===== src/rtl/gray_to_binary_rr_scheduler.sv =====
// Round-robin front end that time-shares one combinational Gray-to-binary converter
// between NUM_REQ requesters and returns tagged results on a single response channel.
module gray_to_binary_rr_scheduler #(
    parameter int NUM_REQ       = 4,
    parameter int DATA_WIDTH    = 32,
    parameter int SETTLE_CYCLES = 1
) (
    input  logic                           Clock_In,
    input  logic                           Reset_In,
    input  logic [NUM_REQ-1:0]             Req_Valid_In,
    input  logic [NUM_REQ*DATA_WIDTH-1:0]  Req_Gray_Data_In,
    output logic [NUM_REQ-1:0]             Req_Ready_Out,
    output logic                           Conv_Enable_Out,
    output logic [DATA_WIDTH-1:0]          Conv_Gray_Data_Out,
    input  logic [DATA_WIDTH-1:0]          Conv_Binary_Data_In,
    output logic                           Resp_Valid_Out,
    input  logic                           Resp_Ready_In,
    output logic [$clog2(NUM_REQ)-1:0]     Resp_Id_Out,
    output logic [DATA_WIDTH-1:0]          Resp_Binary_Data_Out,
    output logic                           Busy_Out
);

    localparam int ID_W  = $clog2(NUM_REQ);
    localparam int CNT_W = (SETTLE_CYCLES > 1) ? $clog2(SETTLE_CYCLES) : 1;
    localparam logic [ID_W-1:0]  LAST_ID  = ID_W'(NUM_REQ - 1);
    localparam logic [CNT_W-1:0] CNT_LAST = CNT_W'(SETTLE_CYCLES - 1);

    if (SETTLE_CYCLES < 1) begin : g_bad_settle
        $error("SETTLE_CYCLES must be at least 1");
    end
    if (NUM_REQ < 2 || NUM_REQ > 8) begin : g_bad_num_req
        $error("NUM_REQ must be in 2..8");
    end

    typedef enum logic [1:0] {
        ST_IDLE    = 2'd0,
        ST_CONVERT = 2'd1,
        ST_RESPOND = 2'd2
    } state_t;

    state_t                state_q, state_d;
    logic [ID_W-1:0]       ptr_q, ptr_d;
    logic [CNT_W-1:0]      cnt_q, cnt_d;
    logic [DATA_WIDTH-1:0] op_q, op_d;
    logic [ID_W-1:0]       id_q, id_d;
    logic [DATA_WIDTH-1:0] res_q, res_d;

    logic                  win_found;
    logic [ID_W-1:0]       win_id;
    logic [DATA_WIDTH-1:0] win_data;
    logic [ID_W:0]         sum;

    // Scan from the farthest offset down so the nearest valid requester to ptr_q wins.
    always_comb begin
        win_found = 1'b0;
        win_id    = '0;
        sum       = '0;
        for (int k = NUM_REQ - 1; k >= 0; k--) begin
            sum = {1'b0, ptr_q} + (ID_W + 1)'(k);
            if (sum >= (ID_W + 1)'(NUM_REQ)) begin
                sum = sum - (ID_W + 1)'(NUM_REQ);
            end
            if (Req_Valid_In[sum[ID_W-1:0]]) begin
                win_found = 1'b1;
                win_id    = sum[ID_W-1:0];
            end
        end
    end

    always_comb begin
        win_data = '0;
        for (int i = 0; i < NUM_REQ; i++) begin
            if (ID_W'(i) == win_id) begin
                win_data = Req_Gray_Data_In[i*DATA_WIDTH +: DATA_WIDTH];
            end
        end
    end

    always_comb begin
        state_d = state_q;
        ptr_d   = ptr_q;
        cnt_d   = cnt_q;
        op_d    = op_q;
        id_d    = id_q;
        res_d   = res_q;
        case (state_q)
            ST_IDLE: begin
                if (win_found) begin
                    op_d    = win_data;
                    id_d    = win_id;
                    ptr_d   = (win_id == LAST_ID) ? '0 : win_id + 1'b1;
                    cnt_d   = '0;
                    state_d = ST_CONVERT;
                end
            end
            ST_CONVERT: begin
                cnt_d = cnt_q + 1'b1;
                if (cnt_q == CNT_LAST) begin
                    res_d   = Conv_Binary_Data_In;
                    state_d = ST_RESPOND;
                end
            end
            ST_RESPOND: begin
                if (Resp_Ready_In) begin
                    state_d = ST_IDLE;
                end
            end
            default: state_d = ST_IDLE;
        endcase
    end

    always_ff @(posedge Clock_In or posedge Reset_In) begin
        if (Reset_In) begin
            state_q <= ST_IDLE;
            ptr_q   <= '0;
            cnt_q   <= '0;
            op_q    <= '0;
            id_q    <= '0;
            res_q   <= '0;
        end else begin
            state_q <= state_d;
            ptr_q   <= ptr_d;
            cnt_q   <= cnt_d;
            op_q    <= op_d;
            id_q    <= id_d;
            res_q   <= res_d;
        end
    end

    // Ready is gated by reset so every output reads zero while reset is held.
    always_comb begin
        Req_Ready_Out = '0;
        if (state_q == ST_IDLE && win_found && !Reset_In) begin
            Req_Ready_Out[win_id] = 1'b1;
        end
    end

    assign Conv_Enable_Out      = (state_q == ST_CONVERT);
    assign Conv_Gray_Data_Out   = (state_q == ST_CONVERT) ? op_q : '0;
    assign Resp_Valid_Out       = (state_q == ST_RESPOND);
    assign Resp_Id_Out          = id_q;
    assign Resp_Binary_Data_Out = res_q;
    assign Busy_Out             = (state_q != ST_IDLE);

endmodule


===== config.mk =====
export PLATFORM = sky130hd
export DESIGN_NAME = gray_to_binary_rr_scheduler
export DESIGN_NICKNAME = d
export VERILOG_FILES = /design/src/rtl/gray_to_binary_rr_scheduler.sv
export SDC_FILE = /design/constraint.sdc
export NUM_CORES = 1
export LEC_CHECK = 0
export CORE_MARGIN = 2
export CORE_UTILIZATION = 41
export DETAILED_ROUTE_END_ITERATION = 12
export PLACE_DENSITY = 0.85
export SLEW_MARGIN = 25
export SYNTH_ARGS = -nofsm -noshare
export SYNTH_HDL_FRONTEND = slang
export SYNTH_SLANG_ARGS = --single-unit

===== constraint.sdc =====
create_clock -name Clock_In -period 7.3 [get_ports Clock_In]
set_clock_uncertainty 0.15 [all_clocks]
set_input_delay 0.73 -clock Clock_In [delete_from_list [all_inputs] [get_ports Clock_In]]
set_output_delay 0.73 -clock Clock_In [all_outputs]
set_load 0.01 [all_outputs]

== Word level (Yosys, flattened, before mapping) ==
Index checks and enable logic that the tools add are counted.
W data, S select, Z words.
Cells by class
  add/sub/neg operators: 9
  $lt $le $gt $ge: 10
  equal/unequal tests: 9
  mux-type cells: 35
  bitwise logic cells: 1
  reduce and logical (&&, ||, !) cells: 12
Operator list (count)
  $mux W32: 5
  $mux W2: 12
  $lt A2 B3 Y1 const B: 5
  $mux W1: 10
  $ge A3 B3 Y1 const B: 3
  $bmux W1 S2: 4
  $sub A2 B1 Y2 const B: 4
  $add A2 B2 Y3 const B: 2
  $pmux W2 S3: 1
  $reduce_and A2 Y1: 3
  $eq A2 B2 Y1 const A: 2
  $eq A2 B2 Y1 const B: 2
  $logic_not A2 Y1: 2
  $mux W4: 1
  $ne A2 B2 Y1 const B: 2
  $reduce_bool A2 Y1: 2
  $add A2 B1 Y3 const B: 1
  $ge A2 B3 Y1 const B: 1
  $logic_and A1 B1 Y1: 3
  $reduce_and A3 Y1: 1
  $add A2 B1 Y2 const B: 1
  $demux W1 S2: 1
  $eq A1 B2 Y1 const A: 1
  $eq A2 B1 Y1 const B: 1
  other kinds (6): 6
Word-level totals
  register bits: 71

== Longest topological paths before layout ==
  depth after elaboration: 14
  depth in mapped cells: 11

== Least setup slack after synthesis ==
No wires, ideal clock.
  path type: input to output
  start: input Reset_In
  end: output Req_Ready_Out[0]
  arrival time: 2641 ps
  setup slack: 3779 ps
  cell stages on the path: 2
  path buffers: 0
  path through: inv_1 and3_1
On the way
  longest elaborated chain between the ends: 3
Ends and longest elaborated chain
  start: declaration: RTL line 9  | input logic Reset_In,
  $logic_not A1 Y1: RTL line 133  | if (state_q == ST_IDLE && win_found && !Reset_In) begin
  $logic_and A1 B1 Y1: RTL line 133
  $mux W4: RTL line 133
  end: declaration: RTL line 12  | output logic [NUM_REQ-1:0] Req_Ready_Out,
No other way between the ends.

== Final worst setup path ==
  start: input Req_Valid_In[0]
  end: output Req_Ready_Out[2]
On the way
  longest elaborated chain between the ends: 11
  elaborated cells on any way between the ends: 24
  classes of those cells: order compare: 2; mux: 19; reduce/logical: 3
Ends and longest elaborated chain
  start: declaration: RTL line 10  | input logic [NUM_REQ-1:0] Req_Valid_In,
  $bmux W1 S2: RTL line 63  | if (Req_Valid_In[sum[ID_W-1:0]]) begin
  $mux W1 (implied by the code): RTL line 63
  $mux W2 (4 in a row): RTL line 63
  $lt A2 B3 Y1 (implied by the code) or $ge A2 B1 Y1 (tied branches): RTL line 134  | Req_Ready_Out[win_id] = 1'b1;
  $logic_and A1 B1 Y1 (implied by the code): RTL line 134
  $mux W1 (implied by the code): RTL line 134
  $demux W1 S2: RTL line 134
  $mux W4 *: RTL line 133
Mark *: on every way between the ends. The rest lies on a longest branch, timed or not. The select of a mux whose other input is x is not followed.

==> flow_metrics.py <==
metrics = {
    "drt": {
        "drc": 0,
        "avgViaCountPerCell": 5.28,
        "wire_per_inst_um": 17.5,
        "vias": 4049,
        "drtIter0Drc": 125,
        "routed_wl_um": 13400,
        "drt_first_pass_iters": 4,
        "ant_nets": 0,
    },
    "clocking": {
        "clk_pin_slew_ns": 0.08,
        "clock-sinks": 71,
        "hold_buffers": 0,
        "cts_tree": "built",
        "post_cts_resized": 0,
        "post-cts-setup-buffers": 0,
        "clk_latency_ns": 0.34,
        "clk_path_buf_depth": 2,
        "cts-htree-levels": 3,
        "ctsRootBufferMaster": "clkbuf_8",
        "cts_inserted_buffers": 9,
    },
    "global_route": {
        "use_met2": 0.426,
        "grt_pass1_vias": 4090,
        "grt.overflow.total": 0,
        "top_usage_layer": "met2",
        "grt.total_usage": 0.246,
        "grt_use_met1": 0.271,
        "grt_first_pass_wirelength_um": 19900,
        "grt_antenna_before_repair": 0,
        "use_met3": 0.0944,
        "grt_max_degree": 66,
    },
    "timing": {
        "rsz0062_at_grt": "false",
        "holdWs_ns": 0.341,
        "hold_violations": 0,
        "worst_slack_ns": 2.95,
        "maxSlewHeadroom": 0.494,
        "fmax_ghz": 0.230,
        "slew_viol_final": 0,
        "worst_slew_pin_slew_ns": 0.757,
        "final.min_clock_period_ns": 4.35,
        "finalSetupTns_ns": 0,
        "post-route-period-util": 0.595,
        "setup_viol": 0,
    },
    "logic_synthesis": {
        "synth-main-ff-cell": "dfrtp_1",
        "synth.distinct_cells": 29,
        "synth.most_common_cell": "dfrtp_1",
        "netlist_instances": 412,
        "synth_top_cell_by_area": "dfrtp_1",
        "avgSynthCellArea_um2": 9.59,
        "synth_nets": 583,
        "yosys_warnings": 0,
        "synth_edf_count": 0,
        "synthArstFlopShare": 1.00,
        "syn-cell-area_um2": 3950,
        "synth_seq_cells": 71,
        "synth.area.top_cells": "dfrtp_1, mux2_2, a21oi_1",
        "synth_commonest_cells": "dfrtp_1, a21oi_1, inv_1",
        "synth_top_area_frac": 0.450,
        "ys_seq_area_frac": 0.450,
    },
    "worst_setup_path": {
        "max_stage_delay_ns": 0.53,
        "end_kind": "primary output",
        "critPathKind": "in2out",
        "cp.arrival_ns": 3.47,
        "cp_slowest_cell": "clkdlybuf4s50_1",
        "crit_path_start_kind": "input port",
        "cp_cell_sequence": "clkdlybuf4s50_1 -> nor2b_1 -> nor3_1 -> a21oi_1 -> or2_2 -> ha_2 -> buf_4 -> and3_1 -> clkdlybuf4s50_1",
        "cp_common_cell": "clkdlybuf4s50_1",
        "cp_max_fo": 65,
        "worstPathRequired_ns": 6.42,
    },
    "floorplanning": {
        "die_h_um": 102,
        "core-area_um2": 9280,
        "dieArea_um2": 10400,
        "rows": 35,
        "pin_count": 240,
        "start_util": 0.426,
        "die-width_um": 102,
    },
    "job": {
        "cap_violations": 0,
    },
    "placed_design": {
        "hpwl_um": 9770,
        "placed_area_um2": 6370,
        "gp_congestion": 0.844,
        "post-place-ws_ns": 2.99,
        "port_buffers": 239,
    },
    "layout": {
        "seq_area_um2": 1780,
        "final_nets": 804,
        "antenna_cells": 0,
        "fill_cells": 662,
        "multiInputGateArea_um2": 1850,
        "fin_area_um2": 6600,
        "area_delta_synth_final_pct": 67.0,
        "drive_above_1_share": 0.102,
    },
    "power": {
        "p_leak_nw": 2.79,
        "vdd_ir_drop_max_mv": 0.246,
        "power_density_nw_per_um2": 401,
    },
    "outcome": {
        "status": "complete, no violations",
    },
    "worst_hold_path": {
        "hp-class": "reg2reg",
    },
}
## cells by family (layout without fill, tap and decap cells)
| logic type | Yosys count | after routing | synth area share |
|---|---|---|---|
| simple gates | 92 | 92 | 0.121 |
| mux | 32 | 32 | 0.0912 |
| compound gates | 140 | 140 | 0.241 |
| flops | 71 | 71 | 0.450 |
| fa+ha+maj | 4 | 4 | 0.0127 |
| buf+inv | 73 | 299 | 0.0842 |
## state kept, by name, indices dropped and copies added, names as in the netlist
name,flops
ptr_q,2
cnt_q,1
op_q,32
Resp_Id_Out,2
Resp_Binary_Data_Out,32
state_q,2
## stage by stage
stage / cells / total power [mW] / utilization
after floorplan: 412 / 1.65 / -
after global placement: 751 / 2.23 / 0.686
after detailed placement: 751 / 2.29 / 0.686
after CTS: 767 / 2.66 / 0.711
after global routing: 767 / 2.83 / 0.711
final: 767 / 2.65 / 0.711
## routing by layer
layer | wire length [um] | vias up | share of wire
met4 | 344 | 0 | 0.026
met3 | 1590 | 31 | 0.12
li1 | - | 1898 | -
met2 | 6570 | 213 | 0.49
met5 | 0 | - | 0
met1 | 4920 | 1907 | 0.37
## area by class of cell
cell class / count / share of cell area
well taps: 129 / 0.0245
inverters: 38 / 0.0216
clock inverters: 6 / 0.0140
clock buffers: 10 / 0.0209
flip-flops and latches: 71 / 0.269
repair buffers: 245 / 0.369
multi-input cells: 268 / 0.280
## cells in the final DEF, fill, tap and decap left out, types with 2 or more instances in the layout
master / netlist / layout
clkinvlp_4: 0 / 2
dfrtp_1: 71 / 71
a21o_1: 2 / 2
o21bai_1: 2 / 2
mux2_2: 32 / 32
nor2_2: 2 / 2
nor2b_1: 5 / 4
clkdlybuf4s50_1: 0 / 239
and3_1: 4 / 4
buf_4: 5 / 6
nor2_1: 35 / 35
ha_1: 4 / 2
clkbuf_8: 0 / 10
ha_2: 0 / 2
inv_1: 38 / 37
bufinv_16: 0 / 2
a211o_1: 31 / 31
o21ai_0: 4 / 4
and2_1: 33 / 33
a21oi_1: 67 / 67
a221oi_1: 32 / 32
nand2_1: 7 / 7
## where the power goes
group          total (mW)  internal, mW  leakage [nW]  switching [mW]
sequential          0.710         0.603         0.824           0.107
combinational        1.58         0.833          1.85           0.743
clock               0.361         0.204         0.109           0.157
total                2.65          1.64          2.79            1.01
## worst paths after layout
kind / slack (ns) / endpoint / from / cells past startpoint
worst min register to register: 0.34 / cnt_q / cnt_q / 1
min in group asynchronous: 0.69 / op_q[5] / Reset_In / 2
worst max register to register: 4.42 / op_q[20] / ptr_q[0] / 11
worst max-delay path: 2.95 / Req_Ready_Out[2] / Req_Valid_In[0] / 9
max in group asynchronous: 5.31 / Resp_Binary_Data_Out[20] / Reset_In / 3
worst min-delay path: 0.34 / cnt_q / cnt_q / 1
## worst max-delay path: cells and delay by family
family | cells | cell delay (ns)
AO/OA/AOI/OAI | 1 | 0.25
adder cells (fa/ha/maj) | 1 | 0.16
buffers and inverters | 3 | 1.56
AND/OR/NAND/NOR | 4 | 0.73
No activity file was read; power rests on OpenSTA's default activity.
